## config.mk

```make
export PLATFORM = sky130hd
export DESIGN_NAME = updown_counter_bcd2
export DESIGN_NICKNAME = d
export VERILOG_FILES = /design/src/rtl/updown_counter_bcd2.sv
export SDC_FILE = /design/constraint.sdc
export NUM_CORES = 1
export LEC_CHECK = 0
export CAP_MARGIN = 20
export CORE_UTILIZATION = 50
export CTS_CLUSTER_DIAMETER = 80
export DETAILED_ROUTE_END_ITERATION = 7
export PLACE_DENSITY = 0.83
export RECOVER_POWER = 100
export SLEW_MARGIN = 40
export SYNTH_ARGS = -nofsm -noshare
export SYNTH_HDL_FRONTEND = slang
export SYNTH_SLANG_ARGS = --single-unit
```

## constraint.sdc

```tcl
create_clock -name CLOCK_50 -period 6.2 [get_ports CLOCK_50]
set_input_delay 0.93 -clock CLOCK_50 [delete_from_list [all_inputs] [get_ports CLOCK_50]]
set_output_delay 0.93 -clock CLOCK_50 [all_outputs]
set_load 0.02 [all_outputs]
```

## src/rtl/updown_counter_bcd2.sv

```systemverilog
// Up/down modulo counter with a clock-enable prescaler, wrap/saturate
// boundary handling, and a registered two-digit active-low 7-segment display.
module updown_counter_bcd2 #(
  parameter int WIDTH      = 7,
  parameter int MAX        = 15,
  parameter int PRESET_VAL = 15,
  parameter int DIV_BITS   = 23,
  parameter int BLANK_LZ   = 0
) (
  input  logic             CLOCK_50,
  input  logic             reset,
  input  logic             preset,
  input  logic             enable,
  input  logic             up,
  input  logic             sat_mode,
  output logic [WIDTH-1:0] count,
  output logic             tick,
  output logic             tc,
  output logic [0:6]       HEX0,
  output logic [0:6]       HEX1
);

  localparam logic [WIDTH-1:0] MAX_VAL    = WIDTH'(MAX);
  localparam logic [WIDTH-1:0] PRESET_CNT = WIDTH'(PRESET_VAL);
  localparam logic [0:6]       SEG_ZERO   = 7'b0000001;
  localparam logic [0:6]       SEG_BLANK  = 7'b1111111;

  logic [DIV_BITS-1:0] prescaler;
  logic                wrap_point;
  logic [WIDTH-1:0]    tens;
  logic [WIDTH-1:0]    units;

  // Segment pattern for one decimal digit; anything above 9 is dark.
  function automatic logic [0:6] seg7(input logic [WIDTH-1:0] d);
    case (int'(d))
      0:       seg7 = 7'b0000001;
      1:       seg7 = 7'b1001111;
      2:       seg7 = 7'b0010010;
      3:       seg7 = 7'b0000110;
      4:       seg7 = 7'b1001100;
      5:       seg7 = 7'b0100100;
      6:       seg7 = 7'b0100000;
      7:       seg7 = 7'b0001111;
      8:       seg7 = 7'b0000000;
      9:       seg7 = 7'b0000100;
      default: seg7 = 7'b1111111;
    endcase
  endfunction

  assign wrap_point = &prescaler;

  // Prescaler, tick, step and terminal-count pulse; the step decision is taken
  // on the same edge that raises tick, so tick, tc and the new count coincide.
  always_ff @(posedge CLOCK_50) begin
    if (reset) begin
      count     <= '0;
      prescaler <= '0;
      tick      <= 1'b0;
      tc        <= 1'b0;
    end else if (preset) begin
      count     <= PRESET_CNT;
      prescaler <= '0;
      tick      <= 1'b0;
      tc        <= 1'b0;
    end else begin
      prescaler <= prescaler + DIV_BITS'(1);
      tick      <= wrap_point;
      tc        <= 1'b0;
      if (wrap_point && enable) begin
        if (up) begin
          if (count == MAX_VAL) begin
            tc <= 1'b1;
            if (!sat_mode) count <= '0;
          end else begin
            count <= count + WIDTH'(1);
          end
        end else begin
          if (count == '0) begin
            tc <= 1'b1;
            if (!sat_mode) count <= MAX_VAL;
          end else begin
            count <= count - WIDTH'(1);
          end
        end
      end
    end
  end

  // Decimal split of the current count for the display.
  always_comb begin
    tens  = count / WIDTH'(10);
    units = count - (tens * WIDTH'(10));
  end

  // Display registers, one cycle behind count; leading zero optionally blanked.
  always_ff @(posedge CLOCK_50) begin
    if (reset) begin
      HEX0 <= SEG_ZERO;
      HEX1 <= (BLANK_LZ != 0) ? SEG_BLANK : SEG_ZERO;
    end else begin
      HEX0 <= seg7(units);
      if ((BLANK_LZ != 0) && (tens == '0))
        HEX1 <= SEG_BLANK;
      else
        HEX1 <= seg7(tens);
    end
  end

endmodule

```

==> results.md <==
- For this run, the total global-route usage over all layers was measured as 0.223.
- In this run the tool buffered the top-level ports with 28 buffer cells.
- Of the post-synthesis cell area, the dominant cell type holds 0.302.
- The data arrival time at the worst-slack endpoint is 5840 ps.
- The average cell area after synthesis is 8.23 um^2.
- For this run the aggregate overflow at the end of global routing stands at 0.
- The final sum of negative setup slack is 0 ps.
- The worst-case IR drop observed on VDD is 0.000120 V.
- Along the worst path, the maximum fanout reaches 14.
- The setup skew after layout is 12.4 ps.
- The count of cells resized by post-cts repair is 0.
- The initial utilization of the core area, before any placement, comes to 0.518.
- The CTS tree is built.
- The count of placed standard cells in the final layout, fillers left out is 465.
- In the finished design, the share of the clock period the worst path needs comes to 0.913.
- The kind of start point of the critical path is a flop.
- In this run, the number of DRC markers left after iteration 0 of detailed routing was 191.
- Across the run, the number of max-cap violations was 1.
- The critical path starts at count[5].
- Detailed placement finished with a half-perimeter wire length of 4790 um.
- The storage element area is 922 um^2.
- For flop-to-flop paths, the worst setup slack is 540 ps.
- The number of filler cells placed in the layout is 528.
- For the pin with the worst max-slew slack, the measured transition is 1560 ps.
- Synthesis produced a netlist whose cell count is 370.
- The count of nets left with antenna violations once routing finished came out at 0.
- The beginning of the worst register-to-register path is count[5].
- The area growth from synthesis to layout is 12.0%.
- Once layout is complete, the utilization of the core stands at 0.580.
- Setup violations remaining at the end of the flow were counted as 0.
- For this design the static power due to leakage is 1.35 nW.
- The max-slew headroom at the worst pin is -0.0426.
- The total clock sinks is 46.
- Among all flip-flop cells after synthesis, the most frequent one is dfxtp_1.
- For this run, the register share of the synthesized area comes to 0.302.
- The checks that failed: design-rule violations, max-capacitance violations, max-slew violations.
- The number of synthesis warnings is 0.
- After synthesis the netlist holds a flip-flop and latch count of 46.
- The worst endpoint required time is 6380 ps.
- The post-synthesis cell area is 3050 um^2.
- For this block, the routed nets add up to 6580 um of wire.
- The flow ran to the end, but the final reports show violations.
- Yosys attributes the largest share of cell area to dfxtp_1, ha_1, nor2_1, a21oi_1, nand2_1.
- CTS built an H-tree with a depth of 2.
- The hold-fix buffer count after cts is 0.
- The die is 80.1 um wide.
- At the later pin of the worst-skew pair, clock insertion delay measures 310 ps.
- The power per cell area is 191 nW/um^2.
- The worst hold path belongs to the class reg2reg.
- For this run, design rule violations remaining after detail routing come to 2.
- Yosys mapped the design onto 65 distinct sky130hd cell types.
- Setup repair after global routing left no endpoint under its margin.
- The commonest cells after synthesis are dfxtp_1, nor2_1, nand2_1.
- The core region is 5890 um^2.
- The multi-input combinational cells in the finished layout cover a total of 1940 um^2.
- The detail-routed via count per cell is 5.68.
- The minimum clock period after layout is 5660 ps.
- The cell sitting at the root of the clock tree is a clkbuf_8.
- The share of synthesized flip-flops with an asynchronous set or reset is 0.
- The final estimated routing congestion in global placement is 0.858.
- The critical path in this run is classified as reg2reg.
- In this run the deepest clock path goes through 2 buffers.
- Counting cells, the worst reg-to-reg path comes to 23.
- In this run the post-CTS setup repair buffer count came out at 0.
- The most critical setup path has its endpoint at HEX0[1].
- In the final design database the tool counted 424 nets.
- The number of antenna violations at the first check in global routing is 0.
- In this run, synthesis inferred 0 flip-flops with an integrated enable.
- Once placement finished, the instance area stood at 3330 um^2.
- The total number of vias is 2640.
- The number of placed I/O pins is 29.
- Dividing the detail-routed wire length by the instance count gives 14.2 um.
- The total inserted antenna cells is 0.
- The cell accounting for the most synthesized area is dfxtp_1.
- The area of the die is 6410 um^2.
- The number of nets produced by synthesis is 405.
- The via count of the first global-routing pass is 2526.
- The number of clock buffers inserted by TritonCTS is 5.
- The number of pins with negative max-slew slack in the final report was 28.
- The fraction of final layout cells sized beyond drive strength 1 is 0.0667.
- The final hold violation count is 0.
- The kind of end point of the critical path is a flop.
- The number of standard-cell rows in the floorplan is 28.
- For this run, the top clock speed supported by timing is 177 MHz.
- After clock tree synthesis, the clock-pin slew on the worst setup and hold paths is 100 ps.
- The largest net degree at the start of global routing is 28.
- The terminus of the critical flop-to-flop path is HEX0[1].
- The leading cell type by number of instances after synthesis is dfxtp_1.
- The first global-routing pass estimated 11400 um of wire.
- Before antenna repair, the detailed router went through 6 iterations.
- The finished cells cover 3410 um^2.
- The cell total after placement is 457.
- The die height is 80.1 um.
## cell type report
| class | instances | area share |
|---|---|---|
| sequential | 46 | 0.270 |
| clock buffer | 5 | 0.0202 |
| tap | 75 | 0.0275 |
| multi-input combinational | 288 | 0.569 |
| clock inverter | 3 | 0.00697 |
| inverter | 18 | 0.0198 |
| timing repair buffer | 30 | 0.0865 |
## layout by cell type, fill, tap and decap left out, types with 4 or more instances in the layout
master,n
a31oi_1,7
ha_1,27
dlygate4sd3_1,25
xor2_1,13
nand3_1,16
o211ai_1,5
nand2b_1,4
dfxtp_1,45
o21a_1,4
inv_1,17
nand2_1,33
nor3_1,7
clkbuf_8,5
and3_1,6
o21ai_0,16
xnor2_1,14
nor2_1,42
nand4_1,6
a21oi_1,29
## per-layer routing
metal	GRT usage	wire length, um	part of all wire	vias to the layer above
met4	0.0732	77	0.012	0
met5	0	0	0	-
met1	0.283	2940	0.45	1235
li1	-	-	-	1340
met2	0.386	3250	0.49	58
met3	0.0330	315	0.048	7
## through the flow
step | power (mW) | setup slack [ps] | hold WS, ps
floorplan | 0.420 | 1080 | 418
global placement | 0.462 | 737 | 429
detailed placement | 0.467 | 477 | 444
CTS | 0.660 | 450 | 466
global route | 0.687 | 105 | 502
finish | 0.650 | 542 | 465
## kinds of logic (layout without fill, tap and decap cells)
logic type / count (synthesis) / after routing / synth area share
AO/OA/AOI/OAI: 88 / 88 / 0.191
XOR/XNOR: 27 / 27 / 0.0776
adder cells (fa/ha/maj): 29 / 29 / 0.124
buffers and inverters: 36 / 56 / 0.0583
flip-flops: 46 / 46 / 0.302
multiplexers: 2 / 2 / 0.00698
AND/OR/NAND/NOR: 142 / 142 / 0.240
## worst min path at each step
stage | cells after the start | to | slack [ps] | start
finish | 1 | prescaler[0] | 470 | prescaler[0]
global route | 1 | prescaler[0] | 500 | prescaler[0]
CTS | 1 | prescaler[0] | 470 | prescaler[0]
detailed placement | 1 | prescaler[0] | 440 | prescaler[0]
global placement | 1 | prescaler[0] | 430 | prescaler[0]
floorplan | 1 | prescaler[0] | 420 | prescaler[0]
## sequential cells by signal, summed over array words and instances, names as in the netlist
name       flops
tick           1
prescaler     23
tc             1
count          7
HEX0           7
HEX1           7
## critical path, cell delays in order, from the launching register on
cell,delay (ps)
dfxtp_2,510
inv_1,110
ha_1,290
o21ai_4,240
xnor2_1,200
a311o_1,210
nand3_1,80
nand2_1,200
inv_1,130
ha_1,300
nor3b_1,280
nor2b_1,110
o311a_1,130
a211oi_1,280
nand2_1,120
or2_0,300
ha_1,220
ha_1,270
inv_1,40
ha_1,330
or4b_2,660
nand3_1,110
a32o_1,300
a31oi_1,110
## where the power goes
group          internal (mW)  switching (mW)  total, mW
logic                 0.0563          0.0824      0.139
clock network         0.0808           0.114      0.195
registers              0.308         0.00894      0.317
total                  0.445           0.205      0.650
No activity file was read; power rests on OpenSTA's default activity.
